### config.mk
export PLATFORM = sky130hd
export DESIGN_NAME = hdlc_tx_framer
export DESIGN_NICKNAME = d
export VERILOG_FILES = /design/src/rtl/hdlc_tx_framer.sv
export SDC_FILE = /design/constraint.sdc
export NUM_CORES = 1
export LEC_CHECK = 0
export CORE_ASPECT_RATIO = 1.1
export CORE_MARGIN = 2
export CORE_UTILIZATION = 28
export CTS_BUF_LIST = sky130_fd_sc_hd__clkbuf_4
export DETAILED_ROUTE_END_ITERATION = 10
export PLACE_DENSITY_LB_ADDON = 0.05
export SLEW_MARGIN = 10
export SYNTH_ARGS = -nofsm -noshare
export SYNTH_HDL_FRONTEND = slang
export SYNTH_SLANG_ARGS = --single-unit
### constraint.sdc
create_clock -name clk -period 2 [get_ports clk]
set_input_delay 0.3 -clock clk [delete_from_list [all_inputs] [get_ports clk]]
set_output_delay 0.3 -clock clk [all_outputs]
set_load 0.01 [all_outputs]
### src/rtl/hdlc_tx_framer.sv
// HDLC transmit framer: idle flags, opening/closing flags, LSB-first data
// with zero-bit insertion after five consecutive ones, and abort sequences.
// The control registers describe the bit currently on the line; the next
// line bit is computed from them each cycle.
module hdlc_tx_framer #(
  parameter int MIN_FLAGS = 1
) (
  input  logic       clk,
  input  logic       reset,
  input  logic [7:0] s_data,
  input  logic       s_valid,
  input  logic       s_last,
  output logic       s_ready,
  input  logic       abort,
  output logic       out,
  output logic       out_flag,
  output logic       out_stuff,
  output logic       busy,
  output logic       underrun,
  output logic       frame_done
);

  typedef enum logic [1:0] {IDLE, DATA, CLOSE, ABORT} state_t;

  state_t     state, state_nx;
  logic [2:0] idx, idx_nx, idx_inc;
  logic [3:0] flag_cnt, flag_cnt_nx;
  logic [2:0] ones, ones_nx;
  logic       last, last_nx;
  logic [7:0] data, data_nx;
  logic       out_nx, out_flag_nx, out_stuff_nx;
  logic       flag_end, final_slot, load, owe_stuff;

  // Flag pattern in time order: 0,1,1,1,1,1,1,0
  function automatic logic flag_bit(input logic [2:0] i);
    return (i != 3'd0) && (i != 3'd7);
  endfunction

  // Completed-flag count saturates at the minimum needed to start a frame
  function automatic logic [3:0] sat_inc(input logic [3:0] c);
    if (c >= 4'(MIN_FLAGS)) return 4'(MIN_FLAGS);
    else                    return c + 4'd1;
  endfunction

  // Load points and status decoded from the bit currently on the line
  always_comb begin
    idx_inc    = idx + 3'd1;
    owe_stuff  = !out_stuff && (ones == 3'd5);
    flag_end   = ((state == IDLE) || (state == CLOSE)) && out_flag && (idx == 3'd7);
    final_slot = (state == DATA) && (idx == 3'd7) && !owe_stuff;
    s_ready    = (flag_end && (flag_cnt >= 4'(MIN_FLAGS))) || (final_slot && !last);
    load       = s_ready && s_valid;
    underrun   = final_slot && !last && !s_valid;
    frame_done = (state == CLOSE) && (idx == 3'd7);
    busy       = (state != IDLE);
  end

  // Next line bit and next state
  always_comb begin
    state_nx     = state;
    idx_nx       = idx;
    flag_cnt_nx  = flag_cnt;
    ones_nx      = ones;
    last_nx      = last;
    data_nx      = data;
    out_nx       = 1'b0;
    out_flag_nx  = 1'b0;
    out_stuff_nx = 1'b0;
    if ((state == DATA) && abort) begin
      // Abort wins over a simultaneous underrun or byte load
      state_nx = ABORT;
      idx_nx   = 3'd0;
      out_nx   = 1'b1;
      ones_nx  = 3'd0;
    end else if (load) begin
      // Ones run carries over from the previous byte (zero after a flag)
      state_nx = DATA;
      idx_nx   = 3'd0;
      data_nx  = s_data;
      last_nx  = s_last;
      out_nx   = s_data[0];
      ones_nx  = s_data[0] ? ones + 3'd1 : 3'd0;
    end else begin
      case (state)
        IDLE: begin
          idx_nx      = (!out_flag || (idx == 3'd7)) ? 3'd0 : idx_inc;
          out_nx      = flag_bit(idx_nx);
          out_flag_nx = 1'b1;
          ones_nx     = 3'd0;
          if (idx_nx == 3'd7) flag_cnt_nx = sat_inc(flag_cnt);
        end
        CLOSE: begin
          if (idx == 3'd7) begin
            state_nx = IDLE;
            idx_nx   = 3'd0;
          end else begin
            idx_nx = idx_inc;
            if (idx_inc == 3'd7) flag_cnt_nx = 4'd1;
          end
          out_nx      = flag_bit(idx_nx);
          out_flag_nx = 1'b1;
          ones_nx     = 3'd0;
        end
        DATA: begin
          if (owe_stuff) begin
            out_nx       = 1'b0;
            out_stuff_nx = 1'b1;
            ones_nx      = 3'd0;
          end else if (idx != 3'd7) begin
            idx_nx  = idx_inc;
            out_nx  = data[idx_inc];
            ones_nx = data[idx_inc] ? ones + 3'd1 : 3'd0;
          end else if (last) begin
            state_nx    = CLOSE;
            idx_nx      = 3'd0;
            out_nx      = 1'b0;
            out_flag_nx = 1'b1;
            ones_nx     = 3'd0;
          end else begin
            // Underrun: no byte available at the final slot
            state_nx = ABORT;
            idx_nx   = 3'd0;
            out_nx   = 1'b1;
            ones_nx  = 3'd0;
          end
        end
        ABORT: begin
          ones_nx = 3'd0;
          if (idx == 3'd6) begin
            state_nx    = IDLE;
            idx_nx      = 3'd0;
            out_nx      = 1'b0;
            out_flag_nx = 1'b1;
            flag_cnt_nx = 4'd0;
          end else begin
            idx_nx = idx_inc;
            out_nx = 1'b1;
          end
        end
        default: state_nx = IDLE;
      endcase
    end
  end

  // Control state and registered line outputs
  always_ff @(posedge clk or posedge reset) begin
    if (reset) begin
      state     <= IDLE;
      idx       <= 3'd0;
      flag_cnt  <= 4'd0;
      ones      <= 3'd0;
      last      <= 1'b0;
      out       <= 1'b0;
      out_flag  <= 1'b0;
      out_stuff <= 1'b0;
    end else begin
      state     <= state_nx;
      idx       <= idx_nx;
      flag_cnt  <= flag_cnt_nx;
      ones      <= ones_nx;
      last      <= last_nx;
      out       <= out_nx;
      out_flag  <= out_flag_nx;
      out_stuff <= out_stuff_nx;
    end
  end

  // Byte holding register (data path, not reset)
  always_ff @(posedge clk) begin
    data <= data_nx;
  end

endmodule

==> metrics.txt, run 1 <==
RR Endpoint data[4]; hold_ws 0.3379 ns; Post-Syn Area 0.001415 mm2; Ys Warns 0; CTS buffer count 3; Reg-to-Reg Start idx[1]; die area 0.005639 mm2; PD cells 1175 mW/mm2; Core Box Area 0.004932 mm2; PnR worst setup slack 0.02615 ns; WL per Instance 14.66 um; drt drc 0; # Max-Cap Violations 0; synthesized area per cell 11.32 um2; worst-margin pin slew 0.6447 ns; normalized max-slew margin 0.5698; DP Wirelength 2534 um; Final min period 1.974 ns; CP Capture Type output port; post-synthesis sequential area ratio 0.4527; row count 27; Cells after Synth 125; Placer Congestion 0.7995; final hold viol count 0; vias in the first global route 1,136; antenna viol nets, final 0; RSZ-0062 raised after global routing true; Starting Density 0.2869; #FFs+latches synth 24; clock buffer depth 2; DRT Pass-1 Iters 4; highest-count cells in the layout ignoring fill and taps 21 x buf_4, 16 x dfrtp_1, 15 x clkdlybuf4s50_1; first-pass GRT wire length 5499 um; CTS tree done; Reg clk slew, reported paths 0.14 ns; clock root cell clkbuf_4; outcome finished, final reports clean; setup_tns 0 ns; I/O pins 20; clk_lat worst skew 0.33 ns; clk sinks 24; R2R cell count 9; Max Clock Skew 0.009650 ns; crit path DAT 1.67 ns; CP Launch Point idx[1]; most common cell after layout, fill and taps aside buf_4; Final Cycle Share 0.9869; leak pwr 0.0008218 uW; Final #Nets 192; via density per instance 4.867; initial DRC count 64; CTS H-tree lvls 1; Synth Net Count 148; aggregate routed wire length 3314 um; Yosys cell types 45; synth-to-layout area growth 36.43%; worst vdd ir 0.0004417 V; ratio of cells with drive above 1 in the final layout 0.3036; Worst Hold Class in -> async; DIE WIDTH 71.78 um; grt ovf 0; Worst Path Max Fanout 3; fin. max-slew vios 0; Total GRT Usage 0.1267; total number of vias 1,100; IO Port Bufs 19; largest net degree at the start of global routing 17; fmax 506.6 MHz; die height 78.56 um; final core utilization 0.3914; initial antenna violation count 0; diode count 0; CP Class reg -> out; CP required 1.70 ns; startpoint type of the worst setup path flop; DP Worst Slack -0.06702 ns; R2R Setup Slk 0.11 ns; Setup violations, final 0
[per-stage QoR]
| step | cell area (um2) | instances | total power (uW) |
|---|---|---|---|
| floorplan | 1415 | 125 | 1465 |
| global placement | 1794 | 214 | 1900 |
| detailed placement | 1794 | 214 | 1916 |
| CTS | 1853 | 221 | 2208 |
| global route | 1931 | 226 | 2457 |
| finish | 1931 | 226 | 2269 |
[cells by family after synthesis]
logic type | after synthesis | share of synthesized area
and+or+nand+nor | 48 | 0.2157
muxes | 9 | 0.07780
adders and majority gates | 10 | 0.08842
DFF | 24 | 0.4527
buffers and inverters | 10 | 0.03360
AOI/OAI and AO/OA | 23 | 0.1256
xor gates and xnor gates | 1 | 0.006190
[sequential cells by signal, indices dropped and copies added (netlist names)]
signal / flops
last: 1
idx: 3
ones: 3
out_stuff: 1
state: 2
out_flag: 1
out: 1
data: 8
flag_cnt: 4
[critical path, cell delays in order (launching register included)]
cell and delay (ns):
dfrtp_1 0.43, ha_2 0.20, ha_4 0.16, and4b_4 0.20, or2_1 0.22, buf_2 0.14
[cells in the mapped netlist (all sizes together)]
library cell	count	share of area
dfrtp	16	0.28
buf	3	0.015
nand2	13	0.034
o21ai	8	0.034
o2111ai	1	0.011
a21oi	3	0.013
mux2i	5	0.035
xor2	1	0.0062
nor3b	2	0.019
ha	10	0.088
nand3b	3	0.016
nor3	4	0.018
nand3	2	0.0071
inv	7	0.019
and2	4	0.018
nor4bb	1	0.0071
o211ai	1	0.0053
a21bo	1	0.0071
o31ai	1	0.0053
and4b	1	0.0097
mux2	3	0.027
a31oi	2	0.0088
a2111oi	1	0.0062
nor2b	9	0.045
nor2	5	0.019
a21o	1	0.0053
a221oi	1	0.0062
nor4b	1	0.011
or2	2	0.0088
nand4	1	0.0044
o21a	1	0.011
a221o	1	0.0071
edfxtp	8	0.17
mux4	1	0.016
a22o	1	0.0062
[layer usage]
metal	track usage	up-vias	routed length (um)
li1	-	534	-
met1	0.1757	538	1575
met2	0.1991	23	1574
met3	0.02311	5	116
met4	0.03962	0	48
met5	0	-	0
[worst max path at each step]
stage / end / slack, ns / depth (start not counted)
after floorplan: last / 0.02 / 7
after detailed placement: s_ready / -0.07 / 6
after CTS: s_ready / -0.01 / 6
after global routing: s_ready / -0.06 / 5
final: s_ready / 0.03 / 5
after global placement: s_ready / -0.05 / 5
[cell type report]
class | count | area, um2
sequential | 24 | 640.6
inverter | 7 | 26.28
clock buffer | 3 | 22.52
timing repair buffer | 42 | 380.4
multi-input combinational | 91 | 784.5
fill | 474 | 3002
clock inverter | 1 | 3.754
tap | 58 | 72.57
[repair_timing]
action                                  4_1_cts  5_1_grt
hold buffers                                  0        0
gates resized for setup                      16        8
endpoints found under the setup margin        4        7
buffers inserted                              3        5
pin swaps                                     2        2
[report_power, final]
part | total, uW | switching [uW] | internal, uW
Clock | 230 | 156 | 74.3
Sequential | 701 | 84.9 | 616
Combinational | 1340 | 625 | 713
Note: power is estimated with default switching activity, not from simulation.
==> run 2: changes to the inputs <==
- PLACE_DENSITY: not set -> 0.51
- PLACE_DENSITY_LB_ADDON: 0.05 -> not set
==> metrics.txt, run 2 (synthesized netlist as in run 1, its figures left out) <==
DRT Pass-1 Iters 4 (unchanged); aggregate routed wire length 3061 um (-7.6%); CTS tree done; ratio of cells with drive above 1 in the final layout 0.2970 (-0.006602); Core Box Area 0.004932 mm2 (unchanged); initial DRC count 48 (-25%); Placed Cells 212 (-0.93%); RSZ-0062 raised after global routing true; Largest regs data (8), flag_cnt (4); largest net degree at the start of global routing 17 (unchanged); Worst Path Max Fanout 4 (+1); final hold viol count 0 (unchanged); IO Port Bufs 19 (unchanged); first-pass GRT wire length 5237 um (-4.8%); hold_ws 0.3468 ns (+0.008907 ns); # Max-Cap Violations 0 (unchanged); crit path cell chain ha_2 -> ha_4 -> and4b_4 -> or2_1 -> buf_2; most common cell after layout, fill and taps aside buf_4; Placer Congestion 0.7683 (-3.9%); Crit-path slowest cell dfrtp_1; Final #Nets 189 (-1.6%); vias in the first global route 1,170 (+3.0%); PD cells 1180 mW/mm2 (+0.35%); CP Capture Type output port; Starting Density 0.2869 (unchanged); Largest Register data; final core utilization 0.3838 (-0.007611); Reg clk slew, reported paths 0.13 ns (about the same); max reg flops 8 (unchanged); Area after DPL 0.001767 mm2 (-1.5%); clock root cell clkbuf_4; Cell Count, Final, Fillers Out 223 (-1.3%); clock buffer depth 2 (unchanged); diode count 0 (unchanged); R2R cell count 8 (-1); startpoint type of the worst setup path flop; fmax 510.3 MHz (+0.72%); DIE WIDTH 71.78 um (unchanged); total number of vias 1,093 (-0.64%); highest-count cells in the layout ignoring fill and taps 18 x buf_4, 16 x dfrtp_1, 15 x clkdlybuf4s50_1; outcome finished, final reports clean; Max Clock Skew 0.003032 ns (-0.006618 ns); die area 0.005639 mm2 (unchanged); crit-path max cell delay 0.43 ns (about the same); normalized max-slew margin 0.5866 (+0.01688); WL per Instance 13.73 um (-6.4%); row count 27 (unchanged); clk sinks 24 (unchanged); Setup violations, final 0 (unchanged); crit path DAT 1.66 ns (about the same); CTS buffer count 3 (unchanged); worst vdd ir 0.0003200 V (-28%); Final Cycle Share 0.9799 (-0.007062); RR Endpoint last; clk_lat worst skew 0.31 ns (-0.02 ns); delay-heaviest family, CP flip-flops; DP Wirelength 2331 um (-8.0%); Total GRT Usage 0.1169 (-0.009862); fin. max-slew vios 0 (unchanged); initial antenna violation count 0 (unchanged); Worst Hold Class in -> async; Reg-to-Reg Start idx[0]; die height 78.56 um (unchanged); CP required 1.70 ns (about the same); CTS H-tree lvls 1 (unchanged); Crit path buffers/inverters 1 (unchanged); fin area 0.001893 mm2 (-1.9%); antenna viol nets, final 0 (unchanged); R2R Setup Slk 0.12 ns (about the same); CP Launch Point idx[0]; drt drc 0 (unchanged); via density per instance 4.901 (+0.70%); Final min period 1.960 ns (-0.01412 ns); grt ovf 0 (unchanged); CP Class reg -> out; I/O pins 20 (unchanged); leak pwr 0.0008013 uW (-2.5%); worst-margin pin slew 0.6194 ns (-0.02529 ns); synth-to-layout area growth 33.78%
## run 2: cell count changes in the layout (fill, tap and decap cells not counted), sizes merged
cell | before | now
buf | 25 | 22
clkbuf | 3 | 5
clkdlybuf4s15 | 1 | 0
inv | 8 | 7
## run 2: routing by layer
| layer | vias to the layer above | global-route usage | share of wire |
|---|---|---|---|
| met4 | 0 | 0.04151 | 0.018 |
| met2 | 28 | 0.2009 | 0.49 |
| met1 | 528 | 0.1447 | 0.45 |
| met5 | - | 0 | 0 |
| li1 | 529 | - | - |
| met3 | 8 | 0.02182 | 0.041 |
## run 2: area by class of cell
| class | instances | area, um2 |
|---|---|---|
| multi-input combinational | 91 | 779.5 |
| inverter | 7 | 26.28 |
| clock buffer | 4 | 30.03 |
| sequential | 24 | 640.6 |
| tap | 58 | 72.57 |
| fill | 480 | 3039 |
| timing repair buffer | 39 | 344.1 |
## run 2: how the worst max path moves through the flow
| stage | cells after the start | endpoint | slack (ns) |
|---|---|---|---|
| after global routing | 6 | s_ready | -0.07 |
| after CTS | 3 | busy | 0.002 |
| after global placement | 5 | s_ready | -0.06 |
| final | 5 | s_ready | 0.04 |
| after detailed placement | 6 | s_ready | -0.06 |
| after floorplan | 7 | last | 0.02 |
## run 2: power by group
| part | internal, uW | total [uW] | switching, uW |
|---|---|---|---|
| combinational | 695 | 1300 | 602 |
| sequential | 616 | 703 | 87.0 |
| clock | 91.6 | 233 | 141 |
## run 2: timing repair
action / CTS / global route
setup buffers: 5 / 2
resized for setup: 12 / 13
setup endpoints to repair: 4 / 12
pin swaps: 2 / 1
hold buffers: 0 / 0
cloned: 0 / 0
## run 2: through the flow
step	setup TNS (ns)	worst slack, ns	total power, uW
after floorplan	0	0.02488	1465
after global placement	-0.05877	-0.05877	1799
after detailed placement	-0.06244	-0.06244	1826
after CTS	0	0.002497	2132
after global routing	-0.07448	-0.06520	2430
final	0	0.04027	2233
